**src/rtl/cpu_pkg.sv**
```systemverilog
// ============================================================================
// Module : cpu_pkg
// Shared datapath sizing and register-file constants for the CPU pipeline.
// Rev    : 1.0 - initial release
// ============================================================================
`default_nettype none

package cpu_pkg;

  localparam int DATA_W   = 32;
  localparam int ADDR_W   = 5;
  localparam int NUM_REGS = 32;

  localparam logic [ADDR_W-1:0] ZERO_REG = '0;

endpackage

`default_nettype wire

```
**src/rtl/regfile_bank.sv**
```systemverilog
// ============================================================================
// Module : regfile_bank
// Register storage with asynchronous clear, one guarded write port and two
// raw combinational read ports. Index 0 always reads as zero.
// Rev    : 1.0 - initial release
// ============================================================================
`default_nettype none

module regfile_bank #(
  parameter int DATA_W = cpu_pkg::DATA_W,
  parameter int ADDR_W = cpu_pkg::ADDR_W
) (
  input  logic              clock,
  input  logic              resetn,
  input  logic              i_we,
  input  logic [ADDR_W-1:0] i_waddr,
  input  logic [DATA_W-1:0] i_wdata,
  input  logic [ADDR_W-1:0] i_raddr_a,
  input  logic [ADDR_W-1:0] i_raddr_b,
  output logic [DATA_W-1:0] o_rdata_a,
  output logic [DATA_W-1:0] o_rdata_b
);

  import cpu_pkg::*;

  localparam int NREGS = 2 ** ADDR_W;

  localparam logic [ADDR_W-1:0] c_zero_idx = ADDR_W'(ZERO_REG);

  logic [DATA_W-1:0] r_regs [NREGS];
  logic              w_wr_ok;

  assign w_wr_ok = i_we && (i_waddr != c_zero_idx);

  always_ff @(posedge clock or negedge resetn) begin
    if (!resetn) begin
      for (int i = 0; i < NREGS; i++) begin
        r_regs[i] <= '0;
      end
    end else if (w_wr_ok) begin
      r_regs[i_waddr] <= i_wdata;
    end
  end

  // Explicit zero on index 0 keeps r0 hardwired even if storage were disturbed.
  assign o_rdata_a = (i_raddr_a == c_zero_idx) ? '0 : r_regs[i_raddr_a];
  assign o_rdata_b = (i_raddr_b == c_zero_idx) ? '0 : r_regs[i_raddr_b];

endmodule

`default_nettype wire

```
**src/rtl/wb_regfile.sv**
```systemverilog
// ============================================================================
// Module : wb_regfile
// Writeback stage: source mux, commit to the register file and a committed
// write counter. Optional write-through bypass: WB_REGFILE_BYPASS_EN.
// Rev    : 1.0 - initial release
// ============================================================================
`default_nettype none

module wb_regfile #(
  parameter int DATA_W = cpu_pkg::DATA_W,
  parameter int ADDR_W = cpu_pkg::ADDR_W,
  parameter int CNT_W  = 32
) (
  input  logic              clock,
  input  logic              resetn,
  input  logic              wwreg,
  input  logic              wm2reg,
  input  logic [ADDR_W-1:0] wdestReg,
  input  logic [DATA_W-1:0] wr,
  input  logic [DATA_W-1:0] wdo,
  input  logic [ADDR_W-1:0] rs,
  input  logic [ADDR_W-1:0] rt,
  output logic [DATA_W-1:0] qa,
  output logic [DATA_W-1:0] qb,
  output logic [DATA_W-1:0] wbData,
  output logic [CNT_W-1:0]  wbCount
);

  import cpu_pkg::*;

  logic              w_commit;
  logic [DATA_W-1:0] w_raw_a;
  logic [DATA_W-1:0] w_raw_b;
  logic [CNT_W-1:0]  r_count;

  assign wbData   = wm2reg ? wdo : wr;
  assign w_commit = wwreg && (wdestReg != ADDR_W'(ZERO_REG));

  regfile_bank #(
    .DATA_W (DATA_W),
    .ADDR_W (ADDR_W)
  ) u_bank (
    .clock     (clock),
    .resetn    (resetn),
    .i_we      (w_commit),
    .i_waddr   (wdestReg),
    .i_wdata   (wbData),
    .i_raddr_a (rs),
    .i_raddr_b (rt),
    .o_rdata_a (w_raw_a),
    .o_rdata_b (w_raw_b)
  );

`ifdef WB_REGFILE_BYPASS_EN
  // w_commit already excludes index 0, so r0 can never be bypassed.
  assign qa = (w_commit && (rs == wdestReg)) ? wbData : w_raw_a;
  assign qb = (w_commit && (rt == wdestReg)) ? wbData : w_raw_b;
`else
  assign qa = w_raw_a;
  assign qb = w_raw_b;
`endif

  always_ff @(posedge clock or negedge resetn) begin
    if (!resetn) begin
      r_count <= '0;
    end else if (w_commit) begin
      r_count <= r_count + CNT_W'(1);
    end
  end

  assign wbCount = r_count;

endmodule

`default_nettype wire

```
**config.mk**
```make
export PLATFORM = sky130hd
export DESIGN_NAME = wb_regfile
export DESIGN_NICKNAME = d
export VERILOG_FILES = /design/src/rtl/cpu_pkg.sv /design/src/rtl/regfile_bank.sv /design/src/rtl/wb_regfile.sv
export SDC_FILE = /design/constraint.sdc
export NUM_CORES = 2
export LEC_CHECK = 0
export ABC_AREA = 1
export ABC_CLOCK_PERIOD_IN_PS = 1800
export CORE_MARGIN = 5
export CORE_UTILIZATION = 45
export DETAILED_ROUTE_END_ITERATION = 10
export PLACE_DENSITY_LB_ADDON = 0.2
export SYNTH_ARGS = -nofsm -noshare
export SYNTH_HDL_FRONTEND = slang
export SYNTH_SLANG_ARGS = --single-unit
export TNS_END_PERCENT = 50
```
**constraint.sdc**
```tcl
create_clock -name clock -period 1.8 [get_ports clock]
set_clock_uncertainty 0.05 [all_clocks]
set_input_delay 0.27 -clock clock [delete_from_list [all_inputs] [get_ports clock]]
set_output_delay 0.27 -clock clock [all_outputs]
set_load 0.02 [all_outputs]
```
; ---- Yosys cells after proc, flatten, opt, wreduce, memory -nomap -nowiden
; Cells that the tools add are included.
[op_classes]
n_addsub = 1
n_bitwise = 3
n_reduce_logical = 6
order_cmp = 4
mux = 12
[ops]
columns = cell, n
row1 = 1024-bit bitwise mux, 1
row2 = 32-bit binary-select mux with 5-bit select, 2
row3 = 32-bit two-way mux, 8
row4 = 32-bit demux with 5-bit select, 1
row5 = "32-bit by 1-bit adder with 32-bit output, second input constant", 1
row6 = "6-bit >= comparator, second input constant", 3
row7 = 5-bit NOT with 6-bit output, 3
row8 = 5-bit logical NOT, 2
row9 = "6-bit by 1-bit < comparator with 1-bit output, second input constant", 1
row10 = 5-bit nonzero test, 1
row11 = 1-bit logical AND, 3
[word_totals]
output_inout_bits = 128
inputBits = 83
reg_bits = 1056
word_cells = 59

; ---- Longest topological paths before layout
[logic_depth]
word_depth = 6
ltp_mapped = 11
mapped_depth_nobuf = 11

; ---- Hierarchy
; From an unflattened synthesis, not the netlist that was laid out.
[hier_totals]
cells_unflattened = 8616
area_unflattened_um2 = 59308.1
[by_module_without_submodules]
columns = mod, cells_each, area_each_um2, instances, seq_area_each_um2
row1 = regfile_bank, 8327, 57004.7, 1, 25624.6
row2 = wb_regfile, 289, 2303.5, 1, 800.8

; ---- Worst setup path after synthesis
; No wires, ideal clock.
[synth_timing]
path_type = input-to-output
from = input rs[1]
to = output qa[31]
path_slack_ns = -0.186
path_stages = 10
required_ns = 1.480
n_path_buf = 3
arrival_ns = 1.666
cell_sequence = clkbuf_1 inv_1 clkbuf_1 clkbuf_1 a21oi_1 o21ai_0 a21oi_1 nor2_1 nor2_1 nor2_1
[synth_between]
elab_chain_len = 5
elab_cells_between_ends = 6
classes_between = mux: 4 / bitwise: 1 / reduce/logical: 1
[synth_lines]
columns = element, line_no
row1 = from (decl), wb_regfile.sv:21  ; input logic [ADDR_W-1:0] rs,
row2 = 5-bit NOT with 6-bit output (not written as such), regfile_bank.sv:46  ; assign o_rdata_a = (i_raddr_a == c_zero_idx) ? '0 : r_regs[i_raddr_a];
row3 = 32-bit binary-select mux with 5-bit select, regfile_bank.sv:46
row4 = 32-bit two-way mux (not written as such) (2 in a row), regfile_bank.sv:46
row5 = 32-bit two-way mux (*), regfile_bank.sv:46
row6 = to (decl), wb_regfile.sv:23  ; output logic [DATA_W-1:0] qa,
; Every way passes the cells marked *; elsewhere a longest branch is shown, timed or not. The select of a mux whose other input is x is not followed.

; ---- Worst setup path in the final report
[layout_timing]
from = register u_bank.r_regs[721] (netlist name)
to = output qa[17]
[layout_between]
elab_chain_len = 4
[layout_lines]
columns = element, line_no
row1 = from (decl), regfile_bank.sv:30  ; logic [DATA_W-1:0] r_regs [NREGS];
row2 = "from (signal, indexed assignment)", regfile_bank.sv:41  ; r_regs[i_waddr] <= i_wdata;
row3 = 32-bit binary-select mux with 5-bit select, regfile_bank.sv:46
row4 = 32-bit two-way mux (not written as such) (2 in a row), regfile_bank.sv:46
row5 = 32-bit two-way mux, regfile_bank.sv:46
; Every way passes these cells. The select of a mux whose other input is x is not followed.

==> impl_metrics.yaml <==
worst_setup_path:
  rrSetupSlack_ns: 0.08
  worstPathMaxFanout: 2
  arrival_ns: 2.21
  critPathMaxStageDelay_ns: 0.36
  cpMostUsedCell: "nand2_1"
  reg2reg_from: "wbCount[0]"
  critPathLaunchType: "register"
  endpoint_kind: "output port"
  cp_cell_sequence: "buf_4 -> nand2_1 -> nand3_1 -> nand3_2 -> nand2_1 -> nand2_1 -> nand2_2 -> nor2_2 -> nor2_4 -> buf_6"
  reg2reg_to: "wbCount[24]"
  critPathKind: "reg -> out"
  worstPathRequired_ns: 1.48
  r2r_cells: 11
  crit_slowest_cell: "dfrtp_1"
cts:
  cts_max_path_buffers: 3
  cts_sinks: 1056
  numCtsBuffers: 119
  root_buffer: "clkbuf_16"
  cts_htree_levels: 3
  clk_pin_slew_ns: 0.06
  cts_tree: "done"
  insertion_delay_ns: 0.77
logic_synthesis:
  yosysTopAreaCell: "dfrtp_1"
  syn_area_sq_mm: 0.05905
  async_flop_share: 1.000
  ys_types: 31
  synth.avg_cell_area_sq_um: 6.778
  synth-seq-cells: 1056
  synth_edf_count: 0
  yosys-top-cells-area: "dfrtp_1, nand2_1, nand3_1, o21ai_0, nor2_1"
  yosys-top-cells-count: "nand2_1, nand3_1, dfrtp_1"
  synth.yosys.seq_area_share: 0.4475
  synthFlopType: "dfrtp_1"
  synth_cells: 8712
  synth.most_common_cell: "nand2_1"
  yosysTopAreaCellShare: 0.4475
  synthesis.nets: 8796
  yosys_warnings: 0
routing:
  wire_per_inst_um: 21.97
  ant_nets: 0
  drt-initial-drc-count: 9027
  dr.pass1.iters: 7
  routed_wl_um: 248500
  via_per_inst: 5.788
  drc: 0
  vias: 65459
timing:
  min_period_ns: 2.527
  fmax_mhz: 395.8
  rsz0062_at_grt: "yes"
  fin_crit_sh: 1.404
  relSlewSlack: 0.5084
  finalSetupViolations: 64
  hold_slack_ns: 0.1164
  hold_violations: 0
  slew_violations: 0
  worst_pin_slew_ns: 0.7375
  setup_ws_ns: -0.7268
  fin_setup_tns_ns: -32.34
floorplan:
  start_util: 0.4509
  die_h_um: 372.2
  dieArea_sq_mm: 0.1386
  core-area_sq_mm: 0.1310
  row_count: 133
  die_w_um: 372.2
  pin_count: 211
cells_and_area:
  drive_gt1_frac: 0.2168
  area_delta_synth_final_pct: 34.04
  final.fill_count: 11894
  multiInputGateArea_sq_mm: 0.03127
  stdcell_area_sq_mm: 0.07915
  nets: 9545
  regArea_sq_mm: 0.02644
grt:
  grt.total_usage: 0.3492
  grt_busiest_layer: "met2"
  grt.met1_usage: 0.4881
  overflow: 0
  antenna_found_initial: 3
  grt_max_degree: 106
  use_met2: 0.5191
  grt_pass1_vias: 60770
  grt_pass1_wl_um: 372600
  gr-usage-met3: 0.07462
placed_design:
  post-dp-hpwl_um: 158200
  place.gp.congestion: 0.9322
  io_buffer_count: 210
  placed_area_sq_mm: 0.07169
hold_path:
  hold_end: "u_bank.r_regs[711]"
  hp-class: "in -> reg"
  hold_depth: 6
  holdCritStartpoint: "wm2reg"
run_status:
  status: "complete, but fails checks"
  violations: "negative setup slack"
power_and_ir_drop:
  ir_drop_mv: 0.8453
  p_int_w: 0.05367
  combPwrFrac: 0.284
  power_frac_clock: 0.311
  powerDensity_mw_per_mm2: 1011
  seq_power_share: 0.406
  leakagePower_nw: 38.23
  swShare: 0.3292
  p_switching_w: 0.02635
job:
  drv_cap: 0
cell usage in the layout, fill, tap and decap left out, drive strengths merged, types with 41 or more instances in the layout:
cell type and n:
dlymetal6s2s 41, a21oi 558, clkdlybuf4s50 68, clkbuf 192
inv 155, nand2 3299, nor2 768, nand3 1362
o21ai 688, buf 1264, dfrtp 1056
stage by stage:
step | util | setup WS, ns | power [W] | std cells
after floorplan | - | -0.08898 | 0.04305 | 8712
after global placement | 0.5474 | -0.8707 | 0.05216 | 10977
after detailed placement | 0.5474 | -0.8479 | 0.05272 | 10977
after CTS | 0.5896 | -0.6970 | 0.07858 | 11238
after global routing | 0.6044 | -0.8142 | 0.08409 | 11308
final | 0.6044 | -0.7268 | 0.08002 | 11309
how the worst max path moves through the flow:
| stage | from | to | slack (ns) | cells after the start |
|---|---|---|---|---|
| after floorplan | rs[1] | qa[23] | -0.09 | 11 |
| after global placement | rs[0] | qa[20] | -0.87 | 12 |
| after detailed placement | rs[0] | qa[15] | -0.85 | 12 |
| after CTS | u_bank.r_regs[817] | qa[17] | -0.70 | 10 |
| after global routing | u_bank.r_regs[593] | qa[17] | -0.81 | 10 |
| final | u_bank.r_regs[721] | qa[17] | -0.73 | 10 |
power by group through the flow:
stage | logic, W | registers (W) | clock network [W]
final | 0.0227 | 0.0325 | 0.0249
after global routing | 0.0251 | 0.0330 | 0.0261
after CTS | 0.0213 | 0.0322 | 0.0251
after detailed placement | 0.0202 | 0.0325 | 0
after global placement | 0.0198 | 0.0324 | 0
after floorplan | 0.0112 | 0.0319 | 0
registers in the layout, summed over array words and instances, names as in the netlist:
register / count
wbCount: 32
u_bank.r_regs: 1024
cell families after synthesis:
kind of cell,synth area share
fa+ha+maj,0.0002119
flops,0.4475
compound gates,0.1074
simple gates,0.3806
xor+xnor,0.002225
buf+inv,0.06204
critical path, delay by kind of cell, from the launching register on:
kind	cells	cell delay, ns
and+or+nand+nor	8	0.81
DFF	1	0.36
buffers and inverters	2	0.28
final cells by class:
class	count	area share
inverters	154	0.008014
repair buffers	1391	0.1857
diodes	1	0.00003161
clock buffers	179	0.04467
flip-flops and latches	1056	0.3340
well taps	1755	0.02774
clock inverters	34	0.004837
multi-input cells	6739	0.3951
routing by layer:
metal | up-vias | share of wire
li1 | 29731 | -
met1 | 31035 | 0.40
met2 | 3901 | 0.43
met3 | 792 | 0.11
met4 | 0 | 0.056
met5 | - | 0
repair_timing:
item / 4_1_cts / 5_1_grt
buffers inserted: 46 / 69
pin swaps: 313 / 426
endpoints found under the setup margin: 135 / 694
hold endpoints to repair: 850 / 0
gates resized for setup: 711 / 461
hold buffers: 2 / 0
cloned: 3 / 2
Note: power is estimated with default switching activity, not from simulation.
